File: src/rtl/game_pkg.sv
// Map geometry shared by the game-calc blocks, plus the tag that rides alongside each collision RAM read.
package game_pkg;

  localparam int MAP_W   = 960;
  localparam int MAP_H   = 500;
  localparam int MAP_AW  = 20;
  localparam int COORD_W = 10;
  localparam int IDX_W   = 3;

  typedef struct packed {
    logic             valid;
    logic             oob;
    logic [IDX_W-1:0] idx;
  } tag_t;

endpackage

File: src/rtl/collision_lookup_arbiter_if.sv
// Requester-side lookup bus and collision RAM port of the lookup arbiter.
interface collision_lookup_arbiter_if
  import game_pkg::*;
#(
  parameter int NREQ = 4
);

  logic [NREQ-1:0]         req;
  logic [NREQ*COORD_W-1:0] x_flat;
  logic [NREQ*COORD_W-1:0] y_flat;
  logic [NREQ-1:0]         ack;
  logic [NREQ-1:0]         blk;
  logic                    ram_en;
  logic [MAP_AW-1:0]       ram_addr;
  logic                    ram_dout;

  modport master (
    output req, x_flat, y_flat, ram_dout,
    input  ack, blk, ram_en, ram_addr
  );

  modport slave (
    input  req, x_flat, y_flat, ram_dout,
    output ack, blk, ram_en, ram_addr
  );

endinterface

File: src/rtl/rr_arbiter.sv
// Combinational round-robin pick: first eligible index at or above ptr_i, wrapping.
module rr_arbiter #(
  parameter  int NREQ = 4,
  localparam int PW   = (NREQ > 1) ? $clog2(NREQ) : 1
) (
  input  logic [NREQ-1:0] elig_i,
  input  logic [PW-1:0]   ptr_i,
  output logic [NREQ-1:0] gnt_o,
  output logic [PW-1:0]   ptr_nxt_o
);

  logic [PW-1:0] idx;

  // Scan from the farthest offset down so the closest eligible index wins.
  always_comb begin
    gnt_o     = '0;
    ptr_nxt_o = ptr_i;
    idx       = '0;
    for (int off = NREQ - 1; off >= 0; off--) begin
      idx = PW'((int'(ptr_i) + off) % NREQ);
      if (elig_i[idx]) begin
        gnt_o      = '0;
        gnt_o[idx] = 1'b1;
        ptr_nxt_o  = PW'((int'(idx) + 1) % NREQ);
      end
    end
  end

endmodule

File: src/rtl/collision_lookup_arbiter.sv
// Round-robin sharing of the collision-map RAM; ack/blk return RD_LAT+1 cycles after grant.
// COLL_OOB_CHECK_EN: off-map lookups skip the RAM read and report blk=1.
module collision_lookup_arbiter #(
  parameter int NREQ   = 4,
  parameter int MAP_W  = game_pkg::MAP_W,
  parameter int MAP_H  = game_pkg::MAP_H,
  parameter int RD_LAT = 1
) (
  input logic                        sys_clk,
  input logic                        RST,
  collision_lookup_arbiter_if.slave  bus
);

  import game_pkg::*;

  localparam int PW = (NREQ > 1) ? $clog2(NREQ) : 1;

  logic [NREQ-1:0]    elig, gnt;
  logic [NREQ-1:0]    inflight_q, inflight_d;
  logic [NREQ-1:0]    ack_q, ack_d, blk_q, blk_d;
  logic [PW-1:0]      ptr_q, ptr_d, exit_idx;
  logic               ram_en_q, ram_en_d;
  logic [MAP_AW-1:0]  addr_q, addr_d;
  logic [COORD_W-1:0] gx, gy;
  logic               g_any, g_oob;
  tag_t               tag_in, tag_out;
  tag_t               tag_q [RD_LAT+1];

  assign elig = bus.req & ~inflight_q;

  rr_arbiter #(.NREQ(NREQ)) u_arb (
    .elig_i    (elig),
    .ptr_i     (ptr_q),
    .gnt_o     (gnt),
    .ptr_nxt_o (ptr_d)
  );

  always_comb begin
    gx     = '0;
    gy     = '0;
    tag_in = '0;
    for (int i = 0; i < NREQ; i++) begin
      if (gnt[i]) begin
        gx         = bus.x_flat[i*COORD_W +: COORD_W];
        gy         = bus.y_flat[i*COORD_W +: COORD_W];
        tag_in.idx = IDX_W'(i);
      end
    end
    g_any = |gnt;
`ifdef COLL_OOB_CHECK_EN
    g_oob = g_any && ((int'(gx) >= MAP_W) || (int'(gy) >= MAP_H));
`else
    g_oob = 1'b0;
`endif
    tag_in.valid = g_any;
    tag_in.oob   = g_oob;
    addr_d   = g_any ? (MAP_AW'(gx) + MAP_AW'(gy) * MAP_AW'(MAP_W)) : addr_q;
    ram_en_d = g_any & ~g_oob;
  end

  // The exiting tag is the read whose data is on ram_dout this cycle.
  assign tag_out  = tag_q[RD_LAT];
  assign exit_idx = PW'(tag_out.idx);

  always_comb begin
    ack_d      = '0;
    blk_d      = blk_q;
    inflight_d = inflight_q | gnt;
    if (tag_out.valid) begin
      ack_d[exit_idx]      = 1'b1;
      blk_d[exit_idx]      = tag_out.oob ? 1'b1 : bus.ram_dout;
      inflight_d[exit_idx] = 1'b0;
    end
  end

  always_ff @(posedge sys_clk) begin
    if (RST) begin
      ptr_q      <= '0;
      inflight_q <= '0;
      ack_q      <= '0;
      blk_q      <= '0;
      ram_en_q   <= 1'b0;
      addr_q     <= '0;
      for (int s = 0; s <= RD_LAT; s++) tag_q[s] <= '0;
    end else begin
      ptr_q      <= ptr_d;
      inflight_q <= inflight_d;
      ack_q      <= ack_d;
      blk_q      <= blk_d;
      ram_en_q   <= ram_en_d;
      addr_q     <= addr_d;
      tag_q[0]   <= tag_in;
      for (int s = 1; s <= RD_LAT; s++) tag_q[s] <= tag_q[s-1];
    end
  end

  assign bus.ack      = ack_q;
  assign bus.blk      = blk_q;
  assign bus.ram_en   = ram_en_q;
  assign bus.ram_addr = addr_q;

endmodule

File: src/flat_wrapper.sv
// flat-port wrapper written by rule: the top's interface ports become plain ports
module collision_lookup_arbiter_flat import game_pkg::*;
#(
  parameter int NREQ   = 4,
  parameter int MAP_W  = game_pkg::MAP_W,
  parameter int MAP_H  = game_pkg::MAP_H,
  parameter int RD_LAT = 1
)
  (sys_clk, RST, bus_req, bus_x_flat, bus_y_flat, bus_ram_dout, bus_ack, bus_blk, bus_ram_en, bus_ram_addr);
  collision_lookup_arbiter_if #(.NREQ(NREQ)) bus_i ();
  input logic sys_clk;
  input logic RST;
  input wire logic [$bits(bus_i.req)-1:0] bus_req;
  input wire logic [$bits(bus_i.x_flat)-1:0] bus_x_flat;
  input wire logic [$bits(bus_i.y_flat)-1:0] bus_y_flat;
  input wire logic [$bits(bus_i.ram_dout)-1:0] bus_ram_dout;
  output wire logic [$bits(bus_i.ack)-1:0] bus_ack;
  output wire logic [$bits(bus_i.blk)-1:0] bus_blk;
  output wire logic [$bits(bus_i.ram_en)-1:0] bus_ram_en;
  output wire logic [$bits(bus_i.ram_addr)-1:0] bus_ram_addr;
  assign bus_i.req = bus_req;
  assign bus_i.x_flat = bus_x_flat;
  assign bus_i.y_flat = bus_y_flat;
  assign bus_i.ram_dout = bus_ram_dout;
  assign bus_ack = bus_i.ack;
  assign bus_blk = bus_i.blk;
  assign bus_ram_en = bus_i.ram_en;
  assign bus_ram_addr = bus_i.ram_addr;
  collision_lookup_arbiter #(.NREQ(NREQ), .MAP_W(MAP_W), .MAP_H(MAP_H), .RD_LAT(RD_LAT)) u_core (.sys_clk(sys_clk), .RST(RST), .bus(bus_i));
endmodule
File: config.mk
export PLATFORM = sky130hd
export DESIGN_NAME = collision_lookup_arbiter_flat
export DESIGN_NICKNAME = d
export VERILOG_FILES = /design/src/rtl/game_pkg.sv /design/src/rtl/collision_lookup_arbiter_if.sv /design/src/rtl/rr_arbiter.sv /design/src/rtl/collision_lookup_arbiter.sv /design/src/flat_wrapper.sv
export SDC_FILE = /design/constraint.sdc
export NUM_CORES = 1
export LEC_CHECK = 0
export CORE_MARGIN = 10
export CORE_UTILIZATION = 32
export DETAILED_ROUTE_END_ITERATION = 10
export SLEW_MARGIN = 10
export SYNTH_ARGS = -nofsm -noshare
export SYNTH_HDL_FRONTEND = slang
export SYNTH_HIERARCHICAL = 1
export SYNTH_SLANG_ARGS = --single-unit
File: constraint.sdc
create_clock -name sys_clk -period 10.8 [get_ports sys_clk]
set_input_delay 2.16 -clock sys_clk [delete_from_list [all_inputs] [get_ports sys_clk]]
set_output_delay 2.16 -clock sys_clk [all_outputs]
set_load 0.05 [all_outputs]
**Word level (Yosys, flattened, before mapping)**

Memories as Yosys holds them, arrays and structs flattened.
Index checks and enable logic that the tools add are counted.

- Bits in writable memories: 10
- Bits of input ports: 87
- Output and inout port bits: 29
- Register bits after elaboration: 35
- Memories: 1

Memory list:

| memory | words | width | read ports | clocked after memory_dff | write ports | line | source |
|---|---|---|---|---|---|---|---|
| u_core.tag_q | 2 | 5 | 2 | 0 | 2 | collision_lookup_arbiter.sv:27 | `tag_t tag_q [RD_LAT+1];` |

- Mux-type cells: 45
- Magnitude comparators: 10
- $mul: 1
- Bitwise gates (word level): 8
- Add/subtract/negate cells: 7
- Reductions and logical operators: 8

Operators with widths:

| operator | count |
|---|---|
| 10-bit two-way mux | 8 |
| 10-bit by 20-bit adder with 20-bit output | 1 |
| 4-bit two-way mux | 5 |
| 2-bit by 3-bit less-than comparator with 1-bit output (second input constant) | 5 |
| 10-bit by 4-bit multiplier with 14-bit output (second input constant) | 1 |
| 1-bit two-way mux | 14 |
| 2-bit two-way mux | 6 |
| 1-bit demux with 2-bit select | 5 |
| 2-bit by 1-bit >= comparator with 1-bit output (second input constant) | 5 |
| 5-bit two-way mux | 2 |
| 2-bit by 1-bit adder with 2-bit output (second input constant) | 4 |
| 4-bit bitwise AND | 2 |
| 1-bit binary-select mux with 2-bit select | 4 |
| 4-bit inverter | 2 |
| 1-bit logical AND | 5 |
| 2-bit adder (second input constant) | 2 |
| 4-bit bitwise mux | 1 |
| 4-bit OR | 1 |
| 4-bit nonzero test | 1 |
| 4-bit OR reduction | 1 |
| 1-bit OR | 2 |
| 2-bit OR reduction | 1 |
| 1-bit inverter | 1 |

**Longest topological paths before layout**

- Depth in word-level cells: 15
- Depth in mapped cells: 27
- Depth with buffers taken out: 25

**Modules after synthesis**

Netlist, hierarchy kept.

Modules (own cells, without submodules):

| module | seq. area each (um^2) | area an instance (um^2) | cells an instance | instances |
|---|---|---|---|---|
| collision_lookup_arbiter | 800.8 | 3230.6 | 391 | 1 |
| rr_arbiter | 0.0 | 397.9 | 46 | 1 |

**Worst setup path before layout**

Ideal clock, no wire load.

- Path kind: input to register
- Start point: input port bus_req[2]
- End point: register u_core.addr_q[19] (netlist: u_core/bus.ram_addr[19])
- Arrival: 8.172 ns
- Slack: 2.537 ns
- Buffers on the path: 3
- Cell stages on the path: 23
- Cell sequence: nor2b_1 > mux4_2 > nor3b_4 > a21oi_1 > a21oi_1 > clkbuf_1 > nor2b_1 > clkbuf_1 > clkbuf_1 > a22oi_1 > nor2_1 > a221oi_1 > fa_1 > fa_1 > inv_1 > ha_1 > or4_1 > o21ai_0 > a21oi_1 > xnor2_2 > or4_4 > or4_1 > a311oi_1

- Elaborated cells on any way between the ends: 24
- Those cells by class: add/sub: 1; mul: 1; mux: 20; bitwise: 1; reduce/logical: 1

RTL lines:

| what | line | source |
|---|---|---|
| start: declaration | flat_wrapper.sv:13 | `input wire logic [$bits(bus_i.req)-1:0] bus_req;` |
| 4-bit bitwise AND (*) | collision_lookup_arbiter.sv:29 | `assign elig = bus.req & ~inflight_q;` |
| 1-bit binary-select mux with 2-bit select | rr_arbiter.sv:21 | `if (elig_i[idx]) begin` |
| 1-bit two-way mux (implied by the code) | rr_arbiter.sv:21 |  |
| 4-bit two-way mux (3 in series) | rr_arbiter.sv:21 |  |
| 4-bit two-way mux (*) | rr_arbiter.sv:21 |  |
| net u_core.gnt[2] | collision_lookup_arbiter.sv:18 | `logic [NREQ-1:0] elig, gnt;` |
| 10-bit two-way mux (2 in series) | collision_lookup_arbiter.sv:43 | `if (gnt[i]) begin` |
| 10-bit by 4-bit multiplier with 14-bit output | collision_lookup_arbiter.sv:57 | `addr_d = g_any ? (MAP_AW'(gx) + MAP_AW'(gy) * MAP_AW'(MAP_W)) : addr_q;` |
| 10-bit by 20-bit adder with 20-bit output | collision_lookup_arbiter.sv:57 |  |
| end signal: assignment | collision_lookup_arbiter.sv:91 | `addr_q <= addr_d;` |
| end: declaration | collision_lookup_arbiter.sv:23 | `logic [MAP_AW-1:0] addr_q, addr_d;` |

Mark *: on every way through the listed nets, which the timed path passes. The rest lies on a longest branch. The select of a mux whose other input is x is not followed.
A chain may end at the register's enable or synchronous reset.

**Worst setup path in the final report**

- Start point: input port bus_req[2]
- End point: register u_core.addr_q[19] (netlist: u_core/bus.ram_addr[19])

- Cells in the longest elaborated chain, start to end: 13
- Elaborated cells on any way between the ends: 24
- Those cells by class: add/sub: 1; mul: 1; mux: 20; bitwise: 1; reduce/logical: 1

Ends and longest elaborated chain:

| what | line |
|---|---|
| 4-bit bitwise AND (*) | collision_lookup_arbiter.sv:29 |
| net u_core.elig[2] | collision_lookup_arbiter.sv:18 |
| 1-bit binary-select mux with 2-bit select | rr_arbiter.sv:21 |
| 1-bit two-way mux (implied by the code) | rr_arbiter.sv:21 |
| 4-bit two-way mux (3 in series) | rr_arbiter.sv:21 |
| 4-bit two-way mux (*) | rr_arbiter.sv:21 |
| net u_core.gnt[0] | collision_lookup_arbiter.sv:18 |
| 10-bit two-way mux (4 in series) | collision_lookup_arbiter.sv:43 |
| 10-bit by 4-bit multiplier with 14-bit output | collision_lookup_arbiter.sv:57 |
| 10-bit by 20-bit adder with 20-bit output | collision_lookup_arbiter.sv:57 |

Marks and branches as above.

==> flow_summary_export.csv <==
group,metric,value,unit
status,outcome,"complete, no violations",
routing,dr.pass1.iters,4,
sta,fin_crit,8920,ps
clock_network,worstSkewPairLatency,280,ps
finish,seqCellArea,801,um2
clock_network,clock_path_buffers,2,
setup_path,r2r-start,"u_core/ptr_q[0]",
floorplan,initial_core_util,33.0,%
setup_path,cp_slowest_cell,"nor4b_2",
yosys,yosys.cell_types.count,62,
setup_path,cp.depth,23,
yosys,synthArstFlopShare,0,%
routing,wirelength,10900,um
floorplan,pin_count,116,
finish,n_fill_cell,1085,
sta,max_freq,112,MHz
setup_path,r2r_cells,23,
yosys,synthAdderAreaFrac,19.9,%
global_routing,grt_max_degree,41,
yosys,syn_avg_cell_area,8.30,um2
setup_path,critPathRequiredTime,10980,ps
yosys,synth-compound-area-share,23.9,%
floorplan,die-height,126,um
routing,routedWlPerCell,16.0,um
global_routing,grt_pass1_vias,3624,
place,port_buffers,115,
clock_network,cts_buffers,5,
sta,finalMaxSlewViolations,0,
floorplan,dieArea,16000,um2
finish,area_growth_syn_to_layout,41.3,%
global_routing,antenna_found_initial,0,
yosys,synth_top_family_by_area,"compound AO/OA/AOI/OAI gates",
sta,skew,3.67,ps
yosys,synth-seq-cells,40,
sta,whs,446,ps
floorplan,row_count,38,
clock_network,cts_tree,"built",
yosys,synth-main-ff-cell,"dfxtp_1",
sta,setup_tns,0,ps
place,globalplace.congestion,0.847,
routing,vias_per_cell,5.17,
clock_network,cts_num_sinks,40,
setup_path,max_stage_delay,770,ps
yosys,ys_warn_count,6,
setup_path,endpoint_kind,"register",
setup_path,cp_top_family,"simple AND/OR/NAND/NOR gates",
sta,fin_crit_sh,82.6,%
floorplan,coreArea,11000,um2
sta,relSlewSlack,32.9,%
yosys,synthesis.area,3630,um2
routing,drt_iter0_drc,216,
routing,vias,3537,
clock_network,cts_resized,0,
setup_path,r2r_end,"u_core/bus.ram_addr[19]",
finish,layout-drive-gt1-share,6.80,%
setup_path,arrival,9110,ps
clock_network,cts-root-buf,"clkbuf_16",
clock_network,postCtsSetupBuffers,0,
setup_path,critPathBufInv,5,
clock_network,htreeDepth,2,
yosys,synth_edf_count,0,
job,maxCapViolCount,0,
setup_path,cp-startpoint,"bus_req[2]",
yosys,synth-simple-area-share,21.0,%
floorplan,die_w,126,um
setup_path,path_class,"in2reg",
yosys,synth_xor_area_share,3.59,%
yosys,synth_nets,571,
clock_network,clk_pin_slew,60,ps
setup_path,startpoint_type,"input port",
finish,diodes,0,
global_routing,grt_usage,13.2,%
setup_path,critical_path.cell_chain,"clkdlybuf4s50_1 -> nor2b_1 -> mux4_2 -> nor2b_2 -> a22oi_1 -> a21oi_1 -> nor4b_2 -> buf_4 -> a221oi_1 -> fa_1 -> inv_1 -> fa_1 -> inv_1 -> fa_1 -> inv_1 -> ha_1 -> o21ai_0 -> nor2_1 -> o21ba_2 -> nand3_1 -> or4_4 -> or4_1 -> a311oi_1",
clock_network,cts_hold_buf,0,
setup_path,ff2ff_setup_slack,3290,ps
global_routing,grt_pass1_wl,18000,um
setup_path,cp-endpoint,"u_core/bus.ram_addr[19]",
worst_hold_path,holdCritPathClass,"reg2reg",
routing,drc_errors,0,
sta,hold_viol_final,0,
yosys,synth_mux_area_share,3.03,%
sta,finalSetupViolCount,0,
yosys,synth-seq-area-share,22.1,%
finish,multi_input_area,2620,um2
sta,rsz0062_at_grt,"false",
routing,ant_nets,0,
setup_path,path_max_fanout,10,
global_routing,overflow,0,
place,dp.final_hpwl,9190,um
finish,fin_nets,678,
sta,tightest_slew,1010,ps
yosys,postSynthCellCount,437,
-- cell usage in the layout (no fill, tap or decap), drive strengths merged, types with 3 or more instances in the layout --
cell type and n:
a21o 4, nor2b 21, nor3 6, xor2 5, o211ai 4, nand2b 5, fa 18, a221oi 16
inv 37, clkbuf 5, a22oi 23, a311oi 3, or4 4, nand3 7, a211oi 13, a21oi 28
xnor2 9, clkdlybuf4s50 115, buf 7, ha 29, nor4 3, nor3b 8, nor2 54, o21ai 18
mux4 4, nand2 26, dfxtp 40
-- per-stage QoR --
stage | cell area (um2) | util (%) | setup WS [ps] | instances
3_3_place_gp | 4930 | 44.9 | 1940 | 677
5_1_grt | 5130 | 46.7 | 1310 | 684
3_5_place_dp | 4930 | 44.9 | 1720 | 677
4_1_cts | 5120 | 46.6 | 2000 | 684
6_report | 5130 | 46.7 | 1880 | 684
2_1_floorplan | 3630 | - | 2540 | 437
-- how the worst min path moves through the flow --
stage	endpoint	startpoint	depth (start not counted)	slack (ps)
6_report	u_core/tag_q[0][6]	u_core/tag_q[0][1]	1	450
5_1_grt	u_core/tag_q[0][5]	u_core/tag_q[0][0]	1	470
4_1_cts	u_core/tag_q[0][6]	u_core/tag_q[0][1]	1	450
3_5_place_dp	u_core/tag_q[0][6]	u_core/tag_q[0][1]	1	440
3_3_place_gp	u_core/tag_q[0][6]	u_core/tag_q[0][1]	1	440
2_1_floorplan	u_core/tag_q[0][5]	u_core/tag_q[0][0]	1	410
-- layout make-up --
cell class | instances | area share, %
Timing Repair Buffer | 122 | 23.5
Tap cell | 140 | 3.42
Clock buffer | 5 | 2.44
Multi-Input combinational cell | 338 | 51.2
Inverter | 37 | 2.71
Sequential cell | 40 | 15.6
Clock inverter | 2 | 1.17
-- logic make-up (layout without fill, tap and decap cells) --
| family | after synthesis | count (layout) |
|---|---|---|
| muxes | 6 | 6 |
| DFF | 40 | 40 |
| adders and majority gates | 47 | 47 |
| and+or+nand+nor | 148 | 148 |
| AOI/OAI and AO/OA | 123 | 123 |
| buffers and inverters | 59 | 166 |
| xor gates and xnor gates | 14 | 14 |
-- flip-flops by register name, summed over array words and instances, names as in the netlist --
signal	count
u_core/bus.ram_addr	20
u_core/tag_q	6
u_core/bus.ack	4
u_core/bus.blk	4
u_core/inflight_q	4
u_core/ptr_q	2
-- synthesized netlist by cell type, types with 2 or more instances --
cell       n  area share, %
nand3_1    7           0.97
mux4_2     4            2.5
nor2_1    54            5.6
a22oi_1   23            4.8
a221o_1    2           0.55
or4_1      3           0.62
clkbuf_1  16            1.7
and3_1     2           0.34
buf_1      3           0.31
o21ai_1    3           0.41
a21oi_1   28            3.9
nand2_1   26            2.7
a211oi_1  12            2.5
a21o_1     4           0.83
nor2b_1   20            3.4
o21ai_0   15            2.1
xnor2_1    8            1.9
nor3b_1    7            1.4
mux2i_1    2           0.55
dfxtp_1   40             22
nand2b_1   5           0.86
nand4_1    2           0.34
inv_1     36            3.7
xor2_1     5            1.2
ha_1      29             10
fa_1      18            9.9
nor4_1     3           0.52
nor3_1     6           0.83
o211ai_1   3           0.62
a221oi_1  16            3.9
o221a_2    2           0.62
a311oi_1   3           0.72
-- metal layers --
layer	share of wire [%]	vias to the layer above	wire length [um]	GRT usage, %
met5	0	-	0	0
met4	0.39	0	43	2.41
met3	5.7	2	625	3.42
met2	51	90	5590	24.1
met1	43	1660	4680	15.3
li1	-	1785	-	-
Power is left out: the tool's default activity adds up to more than one toggle a clock period on the data nets, which glitch-free logic cannot reach.
